`config.mk`:
```
export PLATFORM = sky130hd
export DESIGN_NAME = uart_dec_sender
export DESIGN_NICKNAME = d
export VERILOG_FILES = /design/src/rtl/calckit_uart_pkg.sv /design/src/rtl/bin2bcd_seq.sv /design/src/rtl/uart_dec_sender.sv
export SDC_FILE = /design/constraint.sdc
export NUM_CORES = 1
export LEC_CHECK = 0
export ABC_CLOCK_PERIOD_IN_PS = 7420
export CAP_MARGIN = 25
export CORE_MARGIN = 1.5
export CORE_UTILIZATION = 35
export DETAILED_ROUTE_END_ITERATION = 10
export GPL_TIMING_DRIVEN = 0
export SLEW_MARGIN = 15
export SYNTH_ARGS = -nofsm -noshare
export SYNTH_HDL_FRONTEND = slang
export SYNTH_HIERARCHICAL = 1
export SYNTH_SLANG_ARGS = --single-unit
```
`constraint.sdc`:
```
create_clock -name clk -period 7.42 [get_ports clk]
set_clock_uncertainty 0.05 [all_clocks]
set_input_delay 1.855 -clock clk [delete_from_list [all_inputs] [get_ports clk]]
set_output_delay 1.855 -clock clk [all_outputs]
set_load 0.1 [all_outputs]
```
`src/rtl/calckit_uart_pkg.sv`:
```
// Shared constants for the calculator UART output path: ASCII codes,
// the decimal sender's FSM encoding and its character-pointer phases.
package calckit_uart_pkg;

  localparam logic [7:0] CHAR_MINUS = 8'h2D;
  localparam logic [7:0] CHAR_ZERO  = 8'h30;
  localparam logic [7:0] CHAR_CR    = 8'h0D;
  localparam logic [7:0] CHAR_LF    = 8'h0A;

  localparam logic [2:0] ST_IDLE    = 3'd0;
  localparam logic [2:0] ST_CONV    = 3'd1;
  localparam logic [2:0] ST_EMIT    = 3'd2;
  localparam logic [2:0] ST_WAIT_HI = 3'd3;
  localparam logic [2:0] ST_WAIT_LO = 3'd4;

  // Which part of the message the next character comes from.
  typedef enum logic [2:0] {
    PH_SIGN  = 3'd0,
    PH_DIGIT = 3'd1,
    PH_CR    = 3'd2,
    PH_LF    = 3'd3,
    PH_END   = 3'd4
  } char_phase_t;

endpackage

```
`src/rtl/bin2bcd_seq.sv`:
```
// Iterative double-dabble converter: load captures the binary word, then one
// shift-add-3 step per cycle; valid pulses once the last step has landed.
module bin2bcd_seq #(
  parameter int WIDTH  = 16,
  parameter int DIGITS = 5
) (
  input  logic                  clk,
  input  logic                  rst_n,
  input  logic                  load,
  input  logic [WIDTH-1:0]      bin,
  output logic [4*DIGITS-1:0]   bcd,
  output logic                  valid
);

  localparam int CW = $clog2(WIDTH + 1);

  logic [WIDTH-1:0]          bin_sr;
  logic [CW-1:0]             cnt;
  logic [4*DIGITS-1:0]       bcd_adj;
  logic [4*DIGITS+WIDTH-1:0] shifted;

  always_comb begin
    bcd_adj = bcd;
    for (int i = 0; i < DIGITS; i++) begin
      if (bcd[4*i +: 4] >= 4'd5) bcd_adj[4*i +: 4] = bcd[4*i +: 4] + 4'd3;
    end
    shifted = {bcd_adj, bin_sr} << 1;
  end

  // cnt is a down-counter of remaining iterations; valid fires on terminal count.
  always_ff @(posedge clk or negedge rst_n) begin
    if (!rst_n) begin
      bin_sr <= '0;
      bcd    <= '0;
      cnt    <= '0;
      valid  <= 1'b0;
    end else begin
      valid <= 1'b0;
      if (load) begin
        bin_sr <= bin;
        bcd    <= '0;
        cnt    <= CW'(WIDTH);
      end else if (cnt != '0) begin
        bcd    <= shifted[4*DIGITS+WIDTH-1:WIDTH];
        bin_sr <= shifted[WIDTH-1:0];
        cnt    <= cnt - CW'(1);
        valid  <= (cnt == CW'(1));
      end
    end
  end

endmodule

```
`src/rtl/uart_dec_sender.sv`:
```
// Prints a binary result as signed decimal ASCII plus CR LF, one byte at a
// time through the UART transmitter's start/busy handshake.
//
// state      | meaning
// -----------+------------------------------------------------------------
// ST_IDLE    | waiting for send; latches sign and magnitude on accept
// ST_CONV    | binary-to-BCD conversion running
// ST_EMIT    | tx_start pulse is out with the current character
// ST_WAIT_HI | waiting for the transmitter to report busy
// ST_WAIT_LO | waiting for the byte to finish; next char or done
module uart_dec_sender
  import calckit_uart_pkg::*;
#(
  parameter int WIDTH  = 16,
  parameter int DIGITS = 5,
  parameter int SIGNED = 1
) (
  input  logic             clk,
  input  logic             rst_n,
  input  logic [WIDTH-1:0] value,
  input  logic             send,
  output logic             busy,
  output logic             done,
  output logic [7:0]       tx_data,
  output logic             tx_start,
  input  logic             tx_busy
);

  localparam int IW = (DIGITS > 1) ? $clog2(DIGITS) : 1;

  logic [2:0]          state;
  logic                neg_q;
  char_phase_t         phase;
  logic [IW-1:0]       digit_idx;
  logic                seen_nz;

  logic                accept;
  logic                is_neg;
  logic [WIDTH-1:0]    mag;
  logic [4*DIGITS-1:0] bcd;
  logic                bcd_valid;

  char_phase_t         cur_phase;
  char_phase_t         nxt_phase;
  logic [IW-1:0]       msd_idx;
  logic [IW-1:0]       sel_idx;
  logic [IW-1:0]       nxt_idx;
  logic [3:0]          digit;
  logic [7:0]          cur_char;

  // A send in the cycle done is high is deliberately ignored.
  assign accept = (state == ST_IDLE) && send && !busy && !done;
  assign is_neg = (SIGNED != 0) && value[WIDTH-1];
  assign mag    = is_neg ? (~value + WIDTH'(1)) : value;

  bin2bcd_seq #(
    .WIDTH  (WIDTH),
    .DIGITS (DIGITS)
  ) u_bin2bcd (
    .clk   (clk),
    .rst_n (rst_n),
    .load  (accept),
    .bin   (mag),
    .bcd   (bcd),
    .valid (bcd_valid)
  );

  always_comb begin
    msd_idx = '0;
    for (int i = 1; i < DIGITS; i++) begin
      if (bcd[4*i +: 4] != 4'd0) msd_idx = IW'(i);
    end
    // Until a digit has gone out, jump straight to the most significant nonzero one.
    sel_idx = seen_nz ? digit_idx : msd_idx;
    digit = 4'd0;
    for (int i = 0; i < DIGITS; i++) begin
      if (sel_idx == IW'(i)) digit = bcd[4*i +: 4];
    end

    cur_phase = (state == ST_CONV) ? (neg_q ? PH_SIGN : PH_DIGIT) : phase;
    cur_char  = CHAR_LF;
    nxt_phase = cur_phase;
    nxt_idx   = digit_idx;
    case (cur_phase)
      PH_SIGN: begin
        cur_char  = CHAR_MINUS;
        nxt_phase = PH_DIGIT;
      end
      PH_DIGIT: begin
        cur_char = CHAR_ZERO + {4'h0, digit};
        if (sel_idx == '0) nxt_phase = PH_CR;
        else               nxt_idx   = sel_idx - IW'(1);
      end
      PH_CR: begin
        cur_char  = CHAR_CR;
        nxt_phase = PH_LF;
      end
      PH_LF: begin
        cur_char  = CHAR_LF;
        nxt_phase = PH_END;
      end
      default: nxt_phase = PH_END;
    endcase
  end

  always_ff @(posedge clk or negedge rst_n) begin
    if (!rst_n) begin
      state     <= ST_IDLE;
      busy      <= 1'b0;
      done      <= 1'b0;
      tx_start  <= 1'b0;
      tx_data   <= 8'h00;
      neg_q     <= 1'b0;
      phase     <= PH_END;
      digit_idx <= '0;
      seen_nz   <= 1'b0;
    end else begin
      done     <= 1'b0;
      tx_start <= 1'b0;
      case (state)
        ST_IDLE: begin
          if (accept) begin
            busy      <= 1'b1;
            neg_q     <= is_neg;
            digit_idx <= IW'(DIGITS - 1);
            seen_nz   <= 1'b0;
            state     <= ST_CONV;
          end
        end
        ST_CONV: begin
          if (bcd_valid) begin
            tx_start  <= 1'b1;
            tx_data   <= cur_char;
            phase     <= nxt_phase;
            digit_idx <= nxt_idx;
            if (cur_phase == PH_DIGIT) seen_nz <= 1'b1;
            state     <= ST_EMIT;
          end
        end
        ST_EMIT: state <= ST_WAIT_HI;
        ST_WAIT_HI: begin
          if (tx_busy) state <= ST_WAIT_LO;
        end
        ST_WAIT_LO: begin
          if (!tx_busy) begin
            if (phase == PH_END) begin
              done  <= 1'b1;
              busy  <= 1'b0;
              state <= ST_IDLE;
            end else begin
              tx_start  <= 1'b1;
              tx_data   <= cur_char;
              phase     <= nxt_phase;
              digit_idx <= nxt_idx;
              if (cur_phase == PH_DIGIT) seen_nz <= 1'b1;
              state     <= ST_EMIT;
            end
          end
        end
        default: state <= ST_IDLE;
      endcase
    end
  end

endmodule
```
# After elaboration in Yosys (flattened, before gate mapping)
# Cells that the tools add are included.
# classes
n_addsub,9
order_cmp,5
eq_ne,18
muxes,67
n_bitwise,1
n_reduce_logical,22
# op_table
cell,n
3-bit two-way mux,18
16-bit two-way mux,3
20-bit two-way mux,2
4-bit two-way mux,9
8-bit two-way mux,3
7-bit case mux with 3 select lines,1
4-bit by 3-bit >= comparator with 1-bit output (second input constant),5
1-bit two-way mux,18
3-bit case mux with 3 select lines,2
16-bit by 1-bit adder with 16-bit output (second input constant),1
4-bit by 2-bit adder with 4-bit output (second input constant),4
16-bit inverter,1
8-bit case mux with 2 select lines,1
4-bit nonzero test,4
3-bit by 2-bit equality test with 1-bit output (second input constant),5
3-bit case mux with 5 select lines,1
4-bit AND reduction,3
5-bit two-way mux,2
2-bit inequality test (second input constant),5
3-bit by 1-bit equality test with 1-bit output (second input constant),3
3-bit equality test (second input constant),3
3-bit logical NOT,3
6-bit by 4-bit adder with 7-bit output (first input constant),1
2-bit two-way mux,3
15 further kinds,21
# word_totals
reg_bits,64
in_bits,20
output_inout_bits,11
elab_cells,135

# Depth between registers and ports, before layout
# Gate-level depths: netlist of the first run.
# logic_depth
depth_word,17
depth_mapped,11
mapped_depth_nobuf,10

# By module
# Netlist of the first run, hierarchy kept.
# modules_own_cells
module,n_inst,cells_each,area_each_um2,seq_area_each_um2
bin2bcd_seq,1,261,2434.8,1051.0
uart_dec_sender,1,221,1744.2,501.7

# Worst setup path before layout of the first run
# OpenSTA, ideal clock, no wires.
# synth_timing
path_kind,in2reg
startpoint,input send
endpoint,register u_bin2bcd.bin_sr[2]
setup_time_ns,0.076
arrival_ns,3.485
required_ns,7.294
path_slack_ns,3.808
cell_stages,9
path_buffers,4
cell_sequence,nand2_1 or4_1 clkbuf_1 inv_1 clkbuf_1 clkbuf_1 clkbuf_1 nand2_1 o21ai_1
# synth_between
elab_chain_len,4
elab_cells_between_ends,5
classes_between,1 x mux; 4 x reduce/logical
# synth_rtl
element,line,rtl
from (decl),uart_dec_sender.sv:21,"input logic send,"
1-bit logical AND * (3 in series),uart_dec_sender.sv:52,assign accept = (state == ST_IDLE) && send && !busy && !done;
named net accept,uart_dec_sender.sv:37,logic accept;
16-bit two-way mux or 2-bit nonzero test (tied branches),--,
to (signal assigned),bin2bcd_seq.sv:40,bin_sr <= bin;
to (signal assigned),bin2bcd_seq.sv:45,bin_sr <= shifted[WIDTH-1:0];
to (decl),bin2bcd_seq.sv:17,logic [WIDTH-1:0] bin_sr;
# The timed path passes the listed nets; every way through them passes the cells marked *.
# A chain may end at the register's enable or synchronous reset.

# Worst setup path in the final report of the first run
# layout_timing
startpoint,input send
endpoint,register u_bin2bcd.bcd[19]
# layout_between
elab_chain_len,4
elab_cells_between_ends,5
classes_between,1 x mux; 4 x reduce/logical
# layout_rtl
element,line,rtl
1-bit logical AND * (3 in series),uart_dec_sender.sv:52,
named net accept,uart_dec_sender.sv:37,
20-bit two-way mux or 2-bit nonzero test (tied branches),--,
to (signal assigned),bin2bcd_seq.sv:44,bcd <= shifted[4*DIGITS+WIDTH-1:WIDTH];
to (decl),bin2bcd_seq.sv:11,"output logic [4*DIGITS-1:0] bcd,"
# Marked as above.

==> summary.md, run 1 <==
| Metric | Value |
|---|---|
| Clock-pin slew on the worst setup and hold paths | `50 ps` |
| Setup-failing EPs final | `0` |
| Die Footprint | `12600 um^2` |
| Final Util | `a little over two fifths` |
| # fillers | `around 1200` |
| Crit Reg-Reg Endpoint | `u_bin2bcd/bcd[19]` |
| Post-Layout Cell Count | `between 600 and 700` |
| Inst Count DP | `655` |
| # diodes | `0` |
| P_leak | `between 0.002 and 0.0025 uW` |
| Commonest non-fill, non-tap cell in the layout | `dfrtp_1` |
| Crit start category | `input pin` |
| Hold crit path type | `reg -> reg` |
| # DRC | `2` |
| Slew Limit Headroom | `about a third` |
| Violated checks | `DRC` |
| Status | `complete, but fails checks` |
| Die W | `roughly 110 um` |
| Max FO, Critical Path | `10` |
| CP Capture Type | `flop` |
| CTS tree | `yes` |
| DRT Wirelength | `10.0 mm` |
| Synth cell types | `60` |
| Final worst slack | `around 3000 ps` |
| Area contributors post-synth | `dfrtp_1, ha_1, nand2_1` |
| Largest net degree at the start of global routing | `44` |
| Worst EP required | `between 7000 and 8000 ps` |
| TritonCTS buffer count | `9` |
| I/O Buffers | `28` |
| Post-synth EDFFs | `0` |
| DRT Pass-1 Iters | `7` |
| Cell accounting for the most synthesized area | `dfrtp_1` |
| Total power draw | `about 2200 uW` |
| Hpwl dp | `about 7.3 mm` |
| Initial DRC Count | `around 320` |
| Top_reg_cell synth | `dfrtp_1` |
| Critical path launch point | `send` |
| Fin crit period | `approximately 4400 ps` |
| Clock power frac | `between 20% and 30%` |
| Worst Path Arrival | `approximately 4500 ps` |
| Cell mode on critical path | `clkbuf_1` |
| Sequential power share | `about 28%` |
| Cell Int Power | `~1200 uW` |
| Initial Util | `36.3%` |
| Antenna viol nets, final | `0` |
| Critical R2R Launch | `state[2]` |
| WS Path Type | `in -> reg` |
| Fraction of final layout cells sized beyond drive strength 1 | `between 8 and 9%` |
| Crit path to | `u_bin2bcd/bcd[19]` |
| Final Max Tran Viols | `0` |
| Resized Gates After CTS | `0` |
| Worst-Skew Late Latency | `330 ps` |
| Hold path depth | `2` |
| Critical Path, Cell by Cell | `clkdlybuf4s50_1 -> nand2_1 -> or4_1 -> clkbuf_1 -> inv_1 -> clkbuf_1 -> clkbuf_1 -> clkbuf_1 -> a21oi_1` |
| Initial antenna violation count | `0` |
| Switching share of power | `44.4%` |
| Setup slack, reg-to-reg | `approximately 4300 ps` |
| Avg Inst Size Synth | `about 8.7 um^2` |
| Async set or reset register ratio after synthesis | `100%` |
| Setup TNS | `0 ps` |
| Io pins | `31` |
| Routed vias/inst | `around 5.4` |
| CTS max path bufs | `2` |
| Psw | `roughly 1000 uW` |
| H-tree depth | `3` |
| Final Wtd Congestion | `0.856` |
| GRT overflow | `0` |
| Total global routing track utilization | `between 15 and 20%` |
| WL/cell | `approximately 15 um` |
| Cells after Synth | `around 480` |
| Synth warnings | `6` |
| CTS root buffer | `clkbuf_16` |
| Crit path depth | `9` |
| Synthesized area | `around 4200 um^2` |
| Sequential area share after synthesis | `37.2%` |
| Power per cell area | `approximately 440 nW/um^2` |
| Row cnt | `39` |
| Flops & latches, synth | `62` |
| Multi-input logic area | `between 2000 and 2500 um^2` |
| Fin nets | `between 500 and 600` |
| Vias in the first global route | `~3700` |
| Placement Setup Slack | `between 2000 and 3000 ps` |
| Global-route wire length before repair | `around 17 mm` |
| Sink Count | `62` |
| Fmax | `226 MHz` |
| RSZ-0062 raised after global routing | `false` |
| Slowest stage delay, CP | `530 ps` |
| Maximum vdd ir drop | `about 140 uV` |
| Via count | `3629` |
| Slowest CP cell | `clkbuf_1` |
| WP buf/inv | `6` |
| Synth top area share | `between 30% and 40%` |
| Tcrit/Tclk final | `59.5%` |
| Most frequent cells in the layout | `dfrtp_1, nand2_1, inv_1, nor2_1, a21oi_1` |
| Final Hold Viols | `0` |
| Register area | `roughly 1600 um^2` |
| Worst reg2reg path depth | `8` |
| Max-cap violations | `0` |
| Worst-Margin Slew | `about 970 ps` |
| Post-CTS setup buffer count | `0` |
| Cell family with the largest share of critical-path delay | `buffers and inverters` |
| Area Growth Syn to Fin | `19.3%` |
| Die Span Y | `roughly 110 um` |
| Post-CTS Hold Fix Bufs | `0` |
| Comb power frac | `51.7%` |
| Core area | `roughly 12000 um^2` |
cells in the mapped netlist (6+ instances only):
library cell  count
ha_1             19
mux2i_1          17
o2111ai_1        10
nand2_1          47
nor2_1           30
o211ai_1         10
a31oi_1          14
nand2b_1          7
or3_1            21
clkbuf_1         17
inv_1            38
nor2b_1          20
nand3_1           9
xnor2_1          11
o21a_1            7
o21ai_0          24
nor3_1            6
dfrtp_1          61
buf_2             7
a21oi_1          28
o21ai_1          12
flip-flops by register name (all words and copies together) (netlist names), 3 cells and up:
name	cells
digit_idx	3
phase	3
state	3
tx_data	6
u_bin2bcd/bcd	20
u_bin2bcd/bin_sr	16
u_bin2bcd/cnt	5
per-stage QoR:
| step | instance area, um^2 | hold slack, ps |
|---|---|---|
| after floorplan | 4180 | 399 |
| after global placement | 4640 | 431 |
| after detailed placement | 4670 | 439 |
| after CTS | 4980 | 450 |
| after global routing | 4980 | 479 |
| final | 4980 | 440 |
cell families (layout without fill, tap and decap cells):
group	after synthesis	after routing	synth area share, %
compound gates	136	136	21.7
xor+xnor	13	13	2.72
fa+ha+maj	19	19	5.69
buf+inv	68	113	7.04
flops	62	62	37.2
mux	17	17	4.07
other cells	1	2	0.0897
simple gates	166	166	21.6
worst min-delay path, cell delays in order, from the launching register on:
cell and delay (ps):
dfrtp_1 350, nand2_1 50, o21ai_0 60
power by group through the flow:
stage / Sequential (uW) / Combinational, uW / Clock, uW
2_1_floorplan: 709 / 775 / 0
3_3_place_gp: 624 / 1110 / 0
3_5_place_dp: 629 / 1140 / 0
4_1_cts: 623 / 1150 / 458
5_1_grt: 648 / 1280 / 474
6_report: 622 / 1150 / 450
metal layers:
layer | track usage [%] | vias to the layer above | part of all wire (%)
met1 | 21.5 | 1748 | 45
met2 | 29.6 | 67 | 50
li1 | - | 1807 | -
met5 | 0 | - | 0
met3 | 4.37 | 7 | 4.2
met4 | 4.22 | 0 | 0.70
worst min-delay path by stage:
stage               startpoint       end  slack (ps)
4_1_cts                  neg_q     neg_q         450
5_1_grt                  neg_q     neg_q         480
3_3_place_gp             neg_q     neg_q         430
3_5_place_dp             neg_q     neg_q         440
2_1_floorplan  u_bin2bcd/valid  phase[2]         400
6_report                 neg_q     neg_q         440
final cells by class:
| cell class | count | share of cell area [%] |
|---|---|---|
| buffer | 30 | 3.04 |
| timing repair buffer | 29 | 6.13 |
| inverter | 38 | 2.86 |
| multi-input combinational | 353 | 46.9 |
| clock buffer | 12 | 4.95 |
| tap | 143 | 3.59 |
| sequential | 62 | 31.2 |
| clock inverter | 4 | 1.41 |
(Power assumes the default switching activity.)
==> inputs of run 2 (changes only) <==
--- a/config.mk
+++ b/config.mk
@@ -5,7 +5,7 @@
 export SDC_FILE = /design/constraint.sdc
 export NUM_CORES = 1
 export LEC_CHECK = 0
-export ABC_CLOCK_PERIOD_IN_PS = 7420
+export ABC_CLOCK_PERIOD_IN_PS = 4300
 export CAP_MARGIN = 25
 export CORE_MARGIN = 1.5
 export CORE_UTILIZATION = 35
==> constraint.sdc (replaced) <==
create_clock -name clk -period 4.3 [get_ports clk]
set_clock_uncertainty 0.05 [all_clocks]
set_input_delay 1.075 -clock clk [delete_from_list [all_inputs] [get_ports clk]]
set_output_delay 1.075 -clock clk [all_outputs]
set_load 0.1 [all_outputs]
==> results of run 2 <==
Same layout as run 1 (identical final DEF). Status: complete, but fails checks: DRC.
Among the figures that moved: setup slack after placement 2620 ps -> 279 ps; setup slack after layout 3000 ps -> 663 ps; register-to-register setup slack 4340 ps -> 1220 ps; total power 2220 uW -> 3830 uW; worst IR drop on VDD 140 uV -> 242 uV
